**config.mk**
```make
export PLATFORM = sky130hd
export DESIGN_NAME = mat_result_streamer
export DESIGN_NICKNAME = d
export VERILOG_FILES = /design/src/rtl/mat_result_streamer.sv
export SDC_FILE = /design/constraint.sdc
export NUM_CORES = 1
export LEC_CHECK = 0
export CAP_MARGIN = 0
export CORE_MARGIN = 5
export CORE_UTILIZATION = 60
export DETAILED_ROUTE_END_ITERATION = 12
export DONT_BUFFER_PORTS = 1
export MAX_ROUTING_LAYER = met4
export PLACE_DENSITY_LB_ADDON = 0.05
export SLEW_MARGIN = 20
export SYNTH_ARGS = -nofsm -noshare
export SYNTH_HDL_FRONTEND = slang
export SYNTH_SLANG_ARGS = --single-unit
export TNS_END_PERCENT = 20
```
**constraint.sdc**
```tcl
create_clock -name clk -period 4.77 [get_ports clk]
set_clock_uncertainty 0.2 [all_clocks]
set_input_delay 0.954 -clock clk [delete_from_list [all_inputs] [get_ports clk]]
set_output_delay 0.954 -clock clk [all_outputs]
set_load 0.01 [all_outputs]
```
**src/rtl/mat_result_streamer.sv**
```systemverilog
// Captures a packed 16x10-bit result word on a rising finish edge and streams it out one element per
// valid/ready transfer. Optional MAT_RESULT_SIGN_EXT_EN sign-extends the RES_W-bit result in each field.
module mat_result_streamer #(
    parameter int N_ELEM = 16,
    parameter int ELEM_W = 10,
    parameter int RES_W  = 5
) (
    input  logic                     clk,
    input  logic                     rst_n,
    input  logic [N_ELEM*ELEM_W-1:0] mat_in,
    input  logic                     finish,
    output logic [ELEM_W-1:0]        out_data,
    output logic [3:0]               out_idx,
    output logic                     out_valid,
    input  logic                     out_ready,
    output logic                     busy,
    output logic                     done,
    output logic                     overrun
);
    localparam int IDX_W = 4;

    typedef enum logic [1:0] {
        IDLE,
        STREAM,
        DONE
    } state_t;

    state_t                     state_reg, state_next;
    logic                       finish_q_reg;
    logic [IDX_W-1:0]           idx_reg, idx_next;
    logic [N_ELEM*ELEM_W-1:0]   cap_reg, cap_next;
    logic                       overrun_reg, overrun_next;
    logic                       rise;
    logic [ELEM_W-1:0]          elem [N_ELEM];
    logic [ELEM_W-1:0]          field;
    logic [ELEM_W-1:0]          shaped;

    assign rise = finish & ~finish_q_reg;

    // Element 0 sits in the most significant field of the packed word.
    generate
        for (genvar gi = 0; gi < N_ELEM; gi++) begin : g_elem
            assign elem[gi] = cap_reg[(N_ELEM-1-gi)*ELEM_W +: ELEM_W];
        end
    endgenerate

    assign field = elem[idx_reg];

`ifdef MAT_RESULT_SIGN_EXT_EN
    assign shaped = {{(ELEM_W-RES_W){field[RES_W-1]}}, field[RES_W-1:0]};
`else
    assign shaped = field;
`endif

    always_ff @(posedge clk or negedge rst_n) begin
        if (!rst_n) begin
            state_reg    <= IDLE;
            finish_q_reg <= 1'b0;
            idx_reg      <= '0;
            cap_reg      <= '0;
            overrun_reg  <= 1'b0;
        end else begin
            state_reg    <= state_next;
            finish_q_reg <= finish;
            idx_reg      <= idx_next;
            cap_reg      <= cap_next;
            overrun_reg  <= overrun_next;
        end
    end

    always_comb begin
        state_next   = state_reg;
        idx_next     = idx_reg;
        cap_next     = cap_reg;
        overrun_next = overrun_reg;
        out_valid    = 1'b0;
        busy         = 1'b0;
        done         = 1'b0;
        out_data     = '0;
        out_idx      = '0;
        case (state_reg)
            IDLE: begin
                if (rise) begin
                    cap_next   = mat_in;
                    idx_next   = '0;
                    state_next = STREAM;
                end
            end
            STREAM: begin
                out_valid = 1'b1;
                busy      = 1'b1;
                out_idx   = idx_reg;
                out_data  = shaped;
                // A second request while draining is dropped, only flagged.
                if (rise) begin
                    overrun_next = 1'b1;
                end
                if (out_ready) begin
                    if (idx_reg == IDX_W'(N_ELEM-1)) begin
                        state_next = DONE;
                    end else begin
                        idx_next = idx_reg + IDX_W'(1);
                    end
                end
            end
            DONE: begin
                done       = 1'b1;
                state_next = IDLE;
                if (rise) begin
                    overrun_next = 1'b1;
                end
            end
            default: state_next = IDLE;
        endcase
    end

    assign overrun = overrun_reg;

endmodule

```
---- Word-level counts from Yosys, hierarchy flattened ----
Cells that the tools add are included.
word-level totals
  input bits .............................. 164
  logic and storage cells ................. 39
  flip-flop bits (word level) ............. 168
  output and inout bits ................... 18
cells by class
  equality and inequality tests ........... 7
  order comparisons ....................... 1
  reduce and logical (&&, ||, !) cells .... 7
  add/sub/neg operators ................... 1
  muxes and demuxes ....................... 15
  bitwise gates (word level) .............. 3
operators with widths
  cell                 count
  $bmux 10 s4          1
  $mux 10              3
  $mux 4               4
  $ne 2x2->1 const B   4
  $pmux 4 s2           1
  $mux 2               3
  $ge 5x5->1 const B   1
  $not 4->5            1
  $add 4x1->4 const B  1
  $eq 4x4->1 const B   1
  $pmux 2 s2           1
  $reduce_and 2->1     2
  $reduce_and 4->1     1
  $reduce_and 3->1     1
  $eq 2x1->1 const B   1
  $eq 2x2->1 const B   1
  $logic_not 2->1      1
  $mux 1               2
  $reduce_bool 2->1    1
  $reduce_or 2->1      1
  $and 1x1->1          1
  $not 1->1            1

---- Depth between registers and ports, before layout ----
  depth after elaboration ................. 5
  gate-level depth with buffers ........... 7

---- Worst setup path after synthesis ----
OpenSTA, ideal clock, no wires.
  path type ............................... reg-to-output
  start ................................... register state_reg[1]
  end ..................................... output out_data[0]
  slack ................................... 2.023 ns
  data arrival time ....................... 1.593 ns
  stages on the path, launching flop included .. 8
  cell sequence ........................... dfrtp_1 > inv_1 > ha_1 > buf_2 > inv_1 > nor2_1 > a22oi_1 > o211ai_1
between the ends
  word-level cells in the longest chain between the ends .. 2
RTL lines
  item                    RTL line  RTL
  from (decl)             28        state_t state_reg, state_next;
  from (signal assigned)  63        state_reg <= state_next;
  $eq 2x1->1              81        case (state_reg)
  $mux 10                 81
  to (decl)               12        output logic [ELEM_W-1:0] out_data,
Every way passes these cells.

---- Final worst setup path ----
  start ................................... register idx_reg[0]
  end ..................................... output out_data[5]
between the ends
  word-level cells in the longest chain between the ends .. 5
RTL lines
  item                                        RTL line  RTL
  from (decl)                                 30        logic [IDX_W-1:0] idx_reg, idx_next;
  from (signal assigned)                      65        idx_reg <= idx_next;
  $not 4->5 (not written as such)             47        assign field = elem[idx_reg];
  $bmux 10 s4                                 47
  $mux 10 (not written as such) (2 in a row)  47
  $mux 10                                     81
Every way passes these cells. The select of a mux whose other input is x is not followed.

==> results.md <==
- The run finished with clean final reports.
- The register bit total from synthesis is around 170.
- The final number of hold-violating endpoints came to 0.
- The synthesis-to-finish area growth is 7.255%.
- Of the available clock period, the critical path in the final layout requires 78.01%.
- The area of all placed cells without fillers is around 8400 µm².
- The later-pin clock latency in the skew report is 420 ps.
- STA classifies the critical path startpoint as a flip-flop.
- In this run the post-CTS setup repair buffer count came out at 0.
- The count of nets left with antenna violations once routing finished came out at 0.
- The area after detailed placement is 7797 µm².
- The via count of the first global-routing pass was 4609.
- The placed wire-length estimate after detailed placement is around 12000 µm.
- In this run, synthesis inferred 0 flip-flops with an integrated enable.
- The setup path with the least slack is of type reg -> out.
- Summing the sequential cell areas from Yosys gives between 50% and 60% of the chip area.
- Derived from the worst setup path, the maximum achievable clock frequency is 268.8 MHz.
- The final standard cell count with taps included and fillers excluded is just under 700.
- The maximum count of clock buffers along a single path is 2.
- The endpoint class of the critical path is an output port.
- The number of violations of the max-capacitance limit is 0.
- The tightest min-delay check is of the in -> async type.
- The synthesized instance count is about 490.
- The clock transition time at the flip-flop clock pins of the worst setup and hold paths is 60 ps.
- The via-per-instance ratio is a little over 6.
- Of the cells placed in the final design, the portion with a size suffix greater than 1 is around 43%.
- At the pin with the least slew margin, the transition time is approximately 940 ps.
- The count of nets after finishing is 650.
- The die height is ~120 µm.
- The number of antenna violations at the first check in global routing is 7.
- The kind of cell adding the most delay to the critical path is flip-flops.
- The root buffer cell chosen for the clock tree is sky130_fd_sc_hd__clkbuf_16.
- The shortest period the worst path allows is roughly 3700 ps.
- The number of buffers added to fix hold violations after cts is 0.
- The count of buffers added on input and output ports is 0.
- The clock drives ~170 sinks.
- The I/O pin count is 182.
- Setup repair after global routing left no endpoint under its margin.
- Setup slack on the critical path of the routed design comes to 1049 ps.
- For this run, design rule violations remaining after detail routing come to 0.
- The detailed-route wire length per cell is 24.11 µm.
- The number of DRC markers after the initial detailed-route iteration is 285.
- For this run, asynchronously set or reset flops after synthesis account for between 90% and 100%.
- The first-pass iteration count of the detailed router is 4.
- The sequential cell area is around 4200 µm².
- The commonest cells after synthesis are sky130_fd_sc_hd__dfrtp_1, sky130_fd_sc_hd__mux2_2, sky130_fd_sc_hd__mux2i_1, sky130_fd_sc_hd__mux4_2, sky130_fd_sc_hd__buf_6.
- At the worst endpoint, the arrival time is around 2600 ps.
- The placement row count is 41.
- Summed over all instances, the cell type with the most area after synthesis is sky130_fd_sc_hd__dfrtp_1.
- For this configuration, the core starts out at a cell density of 61.52%.
- The area occupied by multi-input gates is about 3300 µm².
- The netlist area before placement is about 7800 µm².
- The number of max-slew violations in the final report is 0.
- The number of inserted filler cells in the final layout is approximately 930.
- The remaining global-route overflow is 0.
- OpenSTA, run right after detailed placement, puts the worst setup slack at approximately 1400 ps.
- The width of the die is 124.0 µm.
- Walking the worst path, the cells encountered are mux4_1 > mux2i_1 > o22ai_1.
- Once placement completed, the tool counted placed cells totaling 635.
- The detailed router placed ~4100 vias in this run.
- Setup violations remaining at the end of the flow were counted as 0.
- The largest fanout on the critical path is slightly above 50.
- The wire length of the first global-routing pass is between 20000 and 30000 µm.
- The maximum ir drop on the vdd rail is around 0.33 mV.
- The number of flip-flops in the largest register is 160.
- The total negative slack for setup checks is 0 ps.
- The count of unique library cells instantiated by Yosys is 33.
- Entering global routing, the biggest net connects ~170 pins.
- The total of warnings raised by yosys is 0.
- For the worst setup path, the data required time is approximately 3600 ps.
- The area share of the largest cell type after synthesis is a little over half.
- The net count after synthesis is 660.
- Dividing total power by cell area gives a power density of roughly 670 nW/µm².
- The global routing usage summed across all routing layers is between 20 and 25%.
- Routability-driven placement finished with a final weighted congestion of roughly 0.81.
- By instance count, the leading cell after synthesis is sky130_fd_sc_hd__dfrtp_1.
- For this run, the leading register cell type out of synthesis is sky130_fd_sc_hd__dfrtp_1.
- The die covers ~15000 µm².
- The clock tree synthesis step divided the H-tree into 4 levels.
- The number of buffers and inverters on the critical path is 0.
- The total length of routed wires is approximately 16000 µm.
- The TritonCTS clock tree is built.
- The critical path's largest stage delay is around 1000 ps.
- The TritonCTS buffer count is 17.
- The average footprint of a synthesized cell is about 16 µm².
- In this run the static leakage power is 3.515 nW.
- The design draws 0.005578 W.
- The area inside the core boundary is roughly 13000 µm².
- On the critical path, the stage with the largest delay is an instance of sky130_fd_sc_hd__dfrtp_4.
- In this run, post-CTS repair resized a total of 0 instances.
- By area the synthesized netlist is led by sky130_fd_sc_hd__dfrtp_1, sky130_fd_sc_hd__mux2_2, sky130_fd_sc_hd__mux4_2.
- The relative slew slack is ~37%.
## layer usage
metal | vias up | part of all wire, % | GRT usage, %
met5 | - | 0 | -
met2 | 135 | 50 | 35.92
met3 | 26 | 9.3 | 9.946
li1 | 1842 | - | -
met4 | 0 | 1.9 | 8.350
met1 | 2138 | 39 | 26.94
## cells by family (layout without fill, tap and decap cells)
kind of cell	Yosys count	after routing	synth area share [%]
compound gates	29	29	2.600
mux	222	222	37.21
other cells	0	8	0
buf+inv	39	40	3.660
flops	168	168	53.93
simple gates	30	30	1.959
fa+ha+maj	4	4	0.6421
## cell usage in the layout, fill, tap and decap left out
cell                        synthesis  layout
sky130_fd_sc_hd__a211oi_1           1       1
sky130_fd_sc_hd__a21o_1             2       2
sky130_fd_sc_hd__a21oi_1            3       3
sky130_fd_sc_hd__a221o_1            1       1
sky130_fd_sc_hd__a22oi_1            9       9
sky130_fd_sc_hd__a31oi_1            1       1
sky130_fd_sc_hd__and2_1             2       2
sky130_fd_sc_hd__and3_1             1       1
sky130_fd_sc_hd__buf_12             0       1
sky130_fd_sc_hd__buf_4              3       2
sky130_fd_sc_hd__bufinv_16          0       1
sky130_fd_sc_hd__clkbuf_1           1       6
sky130_fd_sc_hd__clkbuf_16          0      17
sky130_fd_sc_hd__clkbuf_8           0       4
sky130_fd_sc_hd__clkinv_1           1       1
sky130_fd_sc_hd__clkinv_2           0       2
sky130_fd_sc_hd__dfrtp_1          168     167
sky130_fd_sc_hd__dfrtp_4            0       1
sky130_fd_sc_hd__diode_2            0       8
sky130_fd_sc_hd__ha_1               4       4
sky130_fd_sc_hd__inv_1              5       5
sky130_fd_sc_hd__inv_2              1       1
sky130_fd_sc_hd__mux2_2           160     160
sky130_fd_sc_hd__mux2i_1           28      28
sky130_fd_sc_hd__mux4_1            14      14
sky130_fd_sc_hd__mux4_2            20      20
sky130_fd_sc_hd__nand2_1            7       6
sky130_fd_sc_hd__nand2_4            0       1
sky130_fd_sc_hd__nand2b_1           3       3
sky130_fd_sc_hd__nand3_1            8       8
sky130_fd_sc_hd__nand4_1            1       1
sky130_fd_sc_hd__nor2_1             5       5
sky130_fd_sc_hd__nor2b_1            1       1
sky130_fd_sc_hd__nor2b_2            1       1
sky130_fd_sc_hd__nor4b_1            1       1
sky130_fd_sc_hd__o211ai_1           3       3
sky130_fd_sc_hd__o22ai_1            8       8
sky130_fd_sc_hd__o2bb2ai_1          1       1
## final timing paths
check | start | end | slack [ps] | depth (start not counted)
worst max-delay path | idx_reg[0] | out_data[5] | 1050 | 3
worst min-delay path | rst_n | cap_reg[34] | 30 | 0
worst max register to register | state_reg[0] | cap_reg[141] | 2080 | 5
worst min register to register | cap_reg[35] | cap_reg[35] | 300 | 1
max in group asynchronous | rst_n | cap_reg[131] | 4120 | 0
min in group clk | cap_reg[35] | cap_reg[35] | 300 | 1
## power breakdown
group / total (W) / internal [W] / leakage [nW] / switching (W)
registers: 0.00254 / 0.00212 / 1.97 / 0.000423
logic: 0.00177 / 0.00108 / 1.28 / 0.000693
clock network: 0.00127 / 0.000766 / 0.267 / 0.000500
## cell type report
type	instances	share of cell area [%]
Sequential cell	168	50.33
Multi-Input combinational cell	285	39.63
Clock buffer	27	6.016
Tap cell	172	2.574
Clock inverter	3	0.4789
Timing Repair Buffer	3	0.4190
Inverter	7	0.3143
Antenna cell	8	0.2394
## metrics by stage
| step | util [%] | hold WS, ps |
|---|---|---|
| floorplan | - | 270.3 |
| global route | 65.96 | 2.753 |
| finish | 65.98 | 26.40 |
| global placement | 61.54 | 279.2 |
| CTS | 65.82 | 11.52 |
| detailed placement | 61.54 | 285.9 |
Power figures use the tool's default switching activity.
